$ cat config.mk
export PLATFORM = sky130hd
export DESIGN_NAME = uart_rx_byte
export DESIGN_NICKNAME = d
export VERILOG_FILES = /design/src/rtl/uart_rx_byte.sv
export SDC_FILE = /design/constraint.sdc
export NUM_CORES = 1
export LEC_CHECK = 0
export CORE_MARGIN = 1
export CORE_UTILIZATION = 60
export CTS_CLUSTER_DIAMETER = 30
export CTS_CLUSTER_SIZE = 30
export DETAILED_ROUTE_END_ITERATION = 8
export PLACE_DENSITY = 0.93
export SLEW_MARGIN = 20
export SYNTH_ARGS = -nofsm -noshare
export SYNTH_HDL_FRONTEND = slang
export SYNTH_SLANG_ARGS = --single-unit
export TNS_END_PERCENT = 100
$ cat constraint.sdc
create_clock -name CLK -period 5.43 [get_ports CLK]
set_clock_uncertainty 0.1 [all_clocks]
set_input_delay 1.3575 -clock CLK [delete_from_list [all_inputs] [get_ports CLK]]
set_output_delay 1.3575 -clock CLK [all_outputs]
set_load 0.03 [all_outputs]
$ cat src/rtl/uart_rx_byte.sv
// 8N1 UART receiver: two-FF synchroniser, mid-bit sampling, one-byte
// valid/ready holding register with framing-error and overrun pulses.
module uart_rx_byte #(
    parameter int CLKS_PER_BIT = 27
) (
    input  logic       CLK,
    input  logic       RST,
    input  logic       RXD,
    output logic [7:0] DATA,
    output logic       DATA_VALID,
    input  logic       DATA_READY,
    output logic       FRAME_ERR,
    output logic       OVERRUN
);

    localparam int CW = (CLKS_PER_BIT > 4) ? $clog2(CLKS_PER_BIT) : 2;
    localparam logic [CW-1:0] HALF = CW'(CLKS_PER_BIT / 2);
    localparam logic [CW-1:0] LAST = CW'(CLKS_PER_BIT - 1);

    typedef enum logic [2:0] {
        ST_IDLE,
        ST_START,
        ST_DATA,
        ST_STOP,
        ST_BREAK
    } state_t;

    state_t        state, state_n;
    logic          rx_m, rx_s;
    logic [CW-1:0] cnt, cnt_n;
    logic [2:0]    idx, idx_n;
    logic [7:0]    shift, shift_n;
    logic          deliver, ferr;
    logic          accept;

    assign accept = DATA_VALID && DATA_READY;

    // Idle-high synchroniser so reset never looks like a start bit.
    always_ff @(posedge CLK or posedge RST) begin
        if (RST) begin
            rx_m <= 1'b1;
            rx_s <= 1'b1;
        end else begin
            rx_m <= RXD;
            rx_s <= rx_m;
        end
    end

    always_ff @(posedge CLK or posedge RST) begin
        if (RST) begin
            state <= ST_IDLE;
            cnt   <= '0;
            idx   <= '0;
            shift <= '0;
        end else begin
            state <= state_n;
            cnt   <= cnt_n;
            idx   <= idx_n;
            shift <= shift_n;
        end
    end

    always_comb begin
        state_n = state;
        cnt_n   = cnt;
        idx_n   = idx;
        shift_n = shift;
        deliver = 1'b0;
        ferr    = 1'b0;
        case (state)
            ST_IDLE: begin
                if (!rx_s) begin
                    state_n = ST_START;
                    cnt_n   = '0;
                end
            end
            ST_START: begin
                if (cnt != HALF) begin
                    cnt_n = cnt + 1'b1;
                end else if (!rx_s) begin
                    state_n = ST_DATA;
                    cnt_n   = '0;
                    idx_n   = '0;
                end else begin
                    state_n = ST_IDLE;
                end
            end
            ST_DATA: begin
                if (cnt != LAST) begin
                    cnt_n = cnt + 1'b1;
                end else begin
                    shift_n[idx] = rx_s;
                    cnt_n        = '0;
                    if (idx == 3'd7) state_n = ST_STOP;
                    else             idx_n   = idx + 1'b1;
                end
            end
            ST_STOP: begin
                // Leaving mid-stop-bit lets the next start edge be caught with no gap.
                if (cnt != LAST) begin
                    cnt_n = cnt + 1'b1;
                end else begin
                    cnt_n   = '0;
                    deliver = rx_s;
                    ferr    = !rx_s;
                    state_n = rx_s ? ST_IDLE : ST_BREAK;
                end
            end
            ST_BREAK: begin
                if (rx_s) state_n = ST_IDLE;
            end
            default: state_n = ST_IDLE;
        endcase
    end

    always_ff @(posedge CLK or posedge RST) begin
        if (RST) begin
            DATA       <= '0;
            DATA_VALID <= 1'b0;
            FRAME_ERR  <= 1'b0;
            OVERRUN    <= 1'b0;
        end else begin
            FRAME_ERR <= ferr;
            OVERRUN   <= 1'b0;
            if (deliver) begin
                // A byte accepted on this same edge frees the register for the new one.
                if (!DATA_VALID || DATA_READY) begin
                    DATA       <= shift;
                    DATA_VALID <= 1'b1;
                end else begin
                    OVERRUN <= 1'b1;
                end
            end else if (accept) begin
                DATA_VALID <= 1'b0;
            end
        end
    end

endmodule

# Word level (Yosys, flattened, before mapping)
# Index checks and enable logic that the tools add are counted.
[word_totals] mem_bits_rw=0 out_inout_bits=11 ff_bits=32 n_memories=0 romBits=0 latch_bits=0 wordCells=76
[classes] n_shift=0 muxes=30 multipliers=0 order_cmp=2 n_eq_ne=16 div=0 n_addsub=2 reduce_logical=15 n_bitwise=1
[ops] operator="$mux W3" n=11
[ops] operator="$ne A2 B2 Y1 const B" n=8
[ops] operator="$mux W5" n=3
[ops] operator="$pmux W3 S5" n=1
[ops] operator="$pmux W5 S3" n=1
[ops] operator="$mux W1" n=10
[ops] operator="$bwmux W8" n=1
[ops] operator="$eq A3 B2 Y1 const B" n=2
[ops] operator="$eq A3 B3 Y1 const B" n=2
[ops] operator="$pmux W3 S2" n=1
[ops] operator="$reduce_and A2 Y1" n=3
[ops] operator="$reduce_and A6 Y1" n=1
[ops] operator="$add A5 B1 Y5 const B" n=1
[ops] operator="$ne A5 B4 Y1 const B" n=1
[ops] operator="$ne A5 B5 Y1 const B" n=1
[ops] operator="$reduce_and A5 Y1" n=1
[ops] operator="$lt A3 B4 Y1 const B" n=1
[ops] operator="$reduce_bool A2 Y1" n=2
[ops] operator="$add A3 B1 Y3 const B" n=1
[ops] operator="$demux W1 S3" n=1
[ops] operator="$eq A3 B1 Y1 const B" n=1
[ops] operator="$ge A3 B1 Y1 const B" n=1
[ops] operator="$logic_not A3 Y1" n=1
[ops] operator="$reduce_bool A3 Y1" n=1
[ops] operator="7 further kinds" n=9

# Depth between registers and ports, before layout
# Gate-level depths: netlist of run 1.
[depth] depth_word=5 depth_mapped=7 depth_no_buf=6

# Worst setup path before layout of run 1
# No wires, ideal clock.
[synth_path] kind="input-to-reg" start="in DATA_READY" end="reg DATA[0]" required_ns=5.205 setup_slack_ns=3.022 t_arrival_ns=2.183 stages=3 setup_ns=0.125 path_cell_list="nand2b_1 -> nor3b_4 -> mux2_2"
[synth_via] elab_chain_len=2
[synth_rtl] element="from (decl)" line="11" source="input logic DATA_READY,"
[synth_rtl] element="$logic_or A1 B1 Y1" line="127" source="if (!DATA_VALID || DATA_READY) begin"
[synth_rtl] element="$reduce_and A2 Y1 (no source line)"
[synth_rtl] element="to (signal assigned)" line="128" source="DATA <= shift;"
[synth_rtl] element="to (decl)" line="9" source="output logic [7:0] DATA,"
# Every way passes these cells.
# A chain may end at the register's enable or synchronous reset.

# Final worst setup path of run 1
[layout_path] start="reg DATA[0]" end="out DATA[0]"
# No word-level cell between the ends.

==> results_dict.tcl, run 1 <==
set metrics [dict create \
    status "completed" \
    start_util 0.664 \
    worstSetupPathType "register to output port" \
    clock_latency_ps 340 \
    path_max_fanout 2 \
    cts.repair.resized 0 \
    hpwlAfterDp_mm 1.98 \
    cellLeakagePower_nw 0.799 \
    track_usage 0.252 \
    worst_pin_slew_ps 634 \
    cts_setup_buffers 0 \
    synthCells 129 \
    drc 0 \
    max_freq_ghz 0.352 \
    hold_ws_ps 262 \
    grt_setup_unrepaired "false" \
    ant_nets 0 \
    slew_headroom 0.577 \
    stdcell_count 175 \
    synth.avg_cell_area_um2 11.9 \
    cts_buffers 5 \
    cts_sinks 32 \
    synth_top_area_share 0.487 \
    place_congestion 0.809 \
    dp_cells 167 \
    dieWidth_um 52.7 \
    yosysSeqAreaShare 0.522 \
    overflow 0 \
    setup_violations 0 \
    ys.flop_type "dfrtp_1" \
    drive_gt1_frac 0.231 \
    viasPerCell 5.82 \
    dieArea_um2 2770 \
    rr_endpoint "DATA[0]" \
    max_cap_violations 0 \
    slowest_delay_ps 690 \
    htree_levels 2 \
    worst-path-buf-inv 1 \
    antenna_found_initial 0 \
    multi_input_area_um2 673 \
    drt_iter0_drc 24 \
    area_delta_synth_final_pct 13.1 \
    cp_slowest_cell "clkdlybuf4s50_1" \
    path_cells "clkdlybuf4s50_1" \
    cp-start-kind "register" \
    io_pins 15 \
    synthArstFlopShare 1.00 \
    hp-class "register to register" \
    required_ps 3970 \
    diodes 0 \
    final_core_util 0.751 \
    timing.setup.tns_ps 0 \
    r2r-start "cnt[0]" \
    ys_types 38 \
    nNetsFinal 155 \
    worst-path-stages 1 \
    crit_arrival_ps 1390 \
    synth.net_count 138 \
    num_rows 17 \
    yosysTopAreaCell "dfrtp_1" \
    ys_warn_count 0 \
    peakVddDrop_uv 284 \
    finalCriticalPeriod_ps 2840 \
    final_max_slew_viol_count 0 \
    nFillCells 157 \
    critPathTopFamily "buffers and inverters" \
    cts_hold_buf 0 \
    ys_seq_elements 32 \
    syn_area_um2 1540 \
    startpoint "DATA[0]" \
    critPathCaptureType "output port" \
    period_share 0.524 \
    finalHoldViolCount 0 \
    io_buffer_count 14 \
    grt_pass1_wl_mm 4.75 \
    die_h_um 52.7 \
    cts_tree "yes" \
    register_area_um2 803 \
    cp-endpoint "DATA[0]" \
    vias 1018 \
    grt_pass1_vias 1009 \
    avgRoutedWirePerCell_um 16.2 \
    clk_pin_slew_worst_paths_ps 100 \
    yosys-top-cells-area "dfrtp_1, mux2_2, ha_1" \
    synth-edff-count 0 \
    drt_first_pass_iters 4 \
    rrSetupSlack_ps 3110 \
    clock_path_buffers 2 \
    power_mw 0.566 \
    p_per_area_nw_per_um2 325 \
    r2r_cells 6 \
    drt_wl_total_mm 2.83 \
    grt_max_degree 33 \
    clockRootBuffer "clkbuf_4" \
    core-area_um2 2320 \
]
==> per-layer routing <==
layer	vias to the layer above	share of wire	wire, µm	track usage
li1	490	-	-	-
met3	8	0.046	129	0.0667
met1	488	0.44	1240	0.300
met5	-	0	0	0
met4	0	0.025	71	0.167
met2	32	0.49	1390	0.397
==> logic make-up after synthesis <==
| group | count (synthesis) | synth area share |
|---|---|---|
| AO/OA/AOI/OAI | 15 | 0.0625 |
| XOR/XNOR | 1 | 0.00569 |
| adder cells (fa/ha/maj) | 5 | 0.0406 |
| buffers and inverters | 13 | 0.0414 |
| flip-flops | 32 | 0.522 |
| multiplexers | 20 | 0.154 |
| AND/OR/NAND/NOR | 43 | 0.175 |
==> cell usage after synthesis, types with 3 or more instances <==
library cell and instances:
a21oi_1 3, dfrtp_1 30, ha_1 5, inv_1 9, mux2_2 16, mux2i_1 3
nand2_1 9, nand3_1 7, nor2_1 5, nor3_1 5, o21ai_0 3
==> registers in the layout, summed over array words and instances, names as in the netlist <==
register	count
DATA	8
DATA_VALID	1
FRAME_ERR	1
OVERRUN	1
cnt	5
idx	3
rx_m	1
rx_s	1
shift	8
state	3
==> final cells by class <==
type	count	area share
clock inverters	3	0.0108
well taps	28	0.0201
repair buffers	14	0.0805
flip-flops and latches	32	0.461
multi-input cells	84	0.386
clock buffers	5	0.0216
inverters	9	0.0194
==> report_power, final <==
group          total [mW]  switching [mW]  internal (mW)
Sequential          0.307          0.0438          0.264
Combinational       0.127          0.0649         0.0621
Clock               0.132          0.0820         0.0496
==> cells in the final DEF (no fill, tap or decap), types with 5 or more instances in the layout <==
cell type,count
ha_1,5
nand3_1,7
clkdlybuf4s50_1,14
nand2_1,9
inv_1,8
nor2_1,5
nor3_1,5
clkbuf_4,5
dfrtp_1,30
mux2_2,16
==> worst min path at each step <==
| stage | start | to | slack (ps) | cells past startpoint |
|---|---|---|---|---|
| 6_report | rx_m | rx_s | 260 | 0 |
| 5_1_grt | rx_m | rx_s | 270 | 0 |
| 4_1_cts | rx_m | rx_s | 260 | 0 |
| 3_5_place_dp | rx_m | rx_s | 250 | 0 |
| 3_3_place_gp | rx_m | rx_s | 250 | 0 |
| 2_1_floorplan | rx_m | rx_s | 250 | 0 |
==> stage by stage <==
step           setup slack, ps  cell area (µm²)
6_report                  2590             1740
5_1_grt                   2530             1740
4_1_cts                   2560             1740
3_5_place_dp              2350             1690
3_3_place_gp              2460             1690
2_1_floorplan             3020             1540
(Power assumes the default switching activity.)
==> run 2: changes to the inputs <==
- CORE_UTILIZATION: 60 -> 55
- PLACE_DENSITY: 0.93 -> 0.87
- clock period: 5.43 -> 2.71 ns (I/O delays scaled with it)
==> run 2 against run 1 <==
  * Critical path type is now register to register
  * Largest power group unchanged
  * Die area rose by 8.7%
  * Largest cell class unchanged
  * Sequential power up 100%
  * Wire length decreased by 9.8%
  * Combinational power increased by 100%
  * Count of clock-buffer cells in the layout increased by 1
  * Utilization down 6.1 points
  * Clock power increased to 2.6 times the previous value
  * Non-clock buffer count increased by 1
  * Hold slack gained 3.9 ps
  * Global-route usage shrank 4.1 points
  * Flip-flop and latch count stayed put
  * Register-to-register slack got worse by 2700 ps
==> results_dict.tcl, run 2 (synthesis results as in run 1) <==
set metrics [dict create \
    status "completed" \
    area_delta_synth_final_pct 15.0 \
    viasPerCell 5.76 \
    cts_setup_buffers 0 \
    required_ps 2820 \
    io_buffer_count 14 \
    clock_latency_ps 320 \
    overflow 0 \
    vias 1025 \
    cts_hold_buf 0 \
    diodes 0 \
    cp-start-kind "register" \
    setup_violations 0 \
    max_cap_violations 0 \
    path_max_fanout 10 \
    cts_tree "yes" \
    antenna_found_initial 0 \
    drc 0 \
    drt_iter0_drc 16 \
    use_met3 0.0601 \
    hp-class "register to register" \
    avgRoutedWirePerCell_um 14.3 \
    hpwlAfterDp_mm 1.83 \
    max_freq_ghz 0.437 \
    slew_headroom 0.693 \
    track_usage 0.211 \
    grt_setup_unrepaired "false" \
    cp_slowest_cell "dfrtp_1" \
    ant_nets 0 \
    reg_top3 "DATA (8), shift (8), cnt (5)" \
    period_share 0.844 \
    globalRouteMet1Util 0.270 \
    num_rows 18 \
    dp_cells 170 \
    worstSetupPathType "register to register" \
    grt_max_degree 33 \
    die_h_um 54.9 \
    grt_pass1_vias 1031 \
    drt_first_pass_iters 4 \
    peakVddDrop_uv 529 \
    dieArea_um2 3020 \
    finalCriticalPeriod_ps 2290 \
    io_pins 15 \
    cellLeakagePower_nw 0.813 \
    use_met2 0.333 \
    place_congestion 0.844 \
    cts.repair.resized 0 \
    startpoint "cnt[0]" \
    p_per_area_nw_per_um2 687 \
    stdcell_count 178 \
    drt_wl_total_mm 2.55 \
    clk_pin_slew_worst_paths_ps 90 \
    htree_levels 2 \
    hold_start "rx_m" \
    nNetsFinal 156 \
    core-area_um2 2570 \
    worst_pin_slew_ps 460 \
    power_mw 1.22 \
    clockRootBuffer "clkbuf_4" \
    critPathCaptureType "register" \
    crit_arrival_ps 2400 \
    dieWidth_um 54.9 \
    top_usage_layer "met2" \
    final_max_slew_viol_count 0 \
    slowest_delay_ps 440 \
    clock_path_buffers 2 \
    path_cells "inv_1, ha_1, and4b_1, nand3_4, nor3b_4, mux2_2" \
    cts_sinks 32 \
    drive_gt1_frac 0.223 \
    cts_buffers 5 \
    final_cell_mix "dfrtp_1, mux2_2, clkdlybuf4s50_1, inv_1, nand2_1" \
    grt_pass1_wl_mm 4.38 \
    start_util 0.600 \
    final_common_cell "dfrtp_1" \
    timing.setup.tns_ps 0 \
    finalHoldViolCount 0 \
    r2r-start "cnt[0]" \
]
==> run 2: changes by cell type in the layout (fill, tap and decap cells not counted) <==
cell / delta
clkinv_4: -1
inv_2: -1
buf_4: +1
bufinv_16: +1
clkinv_2: -1
inv_1: +1
clkbuf_1: +1
==> run 2: worst paths after layout <==
kind / slack (ps) / to / depth (start not counted)
worst max-delay path: 420 / DATA[0] / 6
worst min-delay path: 270 / rx_s / 0
worst max register to register: 420 / DATA[0] / 6
worst min register to register: 270 / rx_s / 0
max in group asynchronous: 1560 / rx_s / 3
min in group asynchronous: 620 / shift[2] / 3
==> run 2: through the flow <==
| step | utilization | cell area (µm²) | hold slack (ps) | worst slack, ps |
|---|---|---|---|---|
| finish | 0.690 | 1770 | 266 | 422 |
| global route | 0.690 | 1770 | 271 | 288 |
| CTS | 0.690 | 1770 | 265 | 387 |
| detailed placement | 0.660 | 1700 | 251 | 378 |
| global placement | 0.660 | 1700 | 246 | 425 |
| floorplan | - | 1540 | 245 | 786 |
==> run 2: layer usage <==
layer,share of wire,vias to the layer above,wire [µm]
li1,-,496,-
met1,0.49,500,1260
met2,0.46,23,1180
met3,0.027,6,69
met4,0.017,0,44
met5,0,-,0
==> run 2: critical path: cells and delay by family, from the launching register on <==
family / cells / cell delay [ps]
flip-flops: 1 / 440
multiplexers: 1 / 390
AND/OR/NAND/NOR: 3 / 1020
buffers and inverters: 1 / 80
adder cells (fa/ha/maj): 1 / 150
==> run 2: layout make-up <==
class	count	area [µm²]
Timing Repair Buffer	15	148
Clock inverter	2	35.0
Multi-Input combinational cell	84	673
Fill cell	191	796
Clock buffer	6	41.3
Inverter	9	33.8
Sequential cell	32	803
Tap cell	30	37.5
==> run 2: power breakdown <==
part / leakage [nW] / internal [mW] / switching (mW) / total [mW]
registers: 0.425 / 0.528 / 0.0850 / 0.613
clock network: 0.0422 / 0.193 / 0.155 / 0.349
logic: 0.345 / 0.127 / 0.128 / 0.255
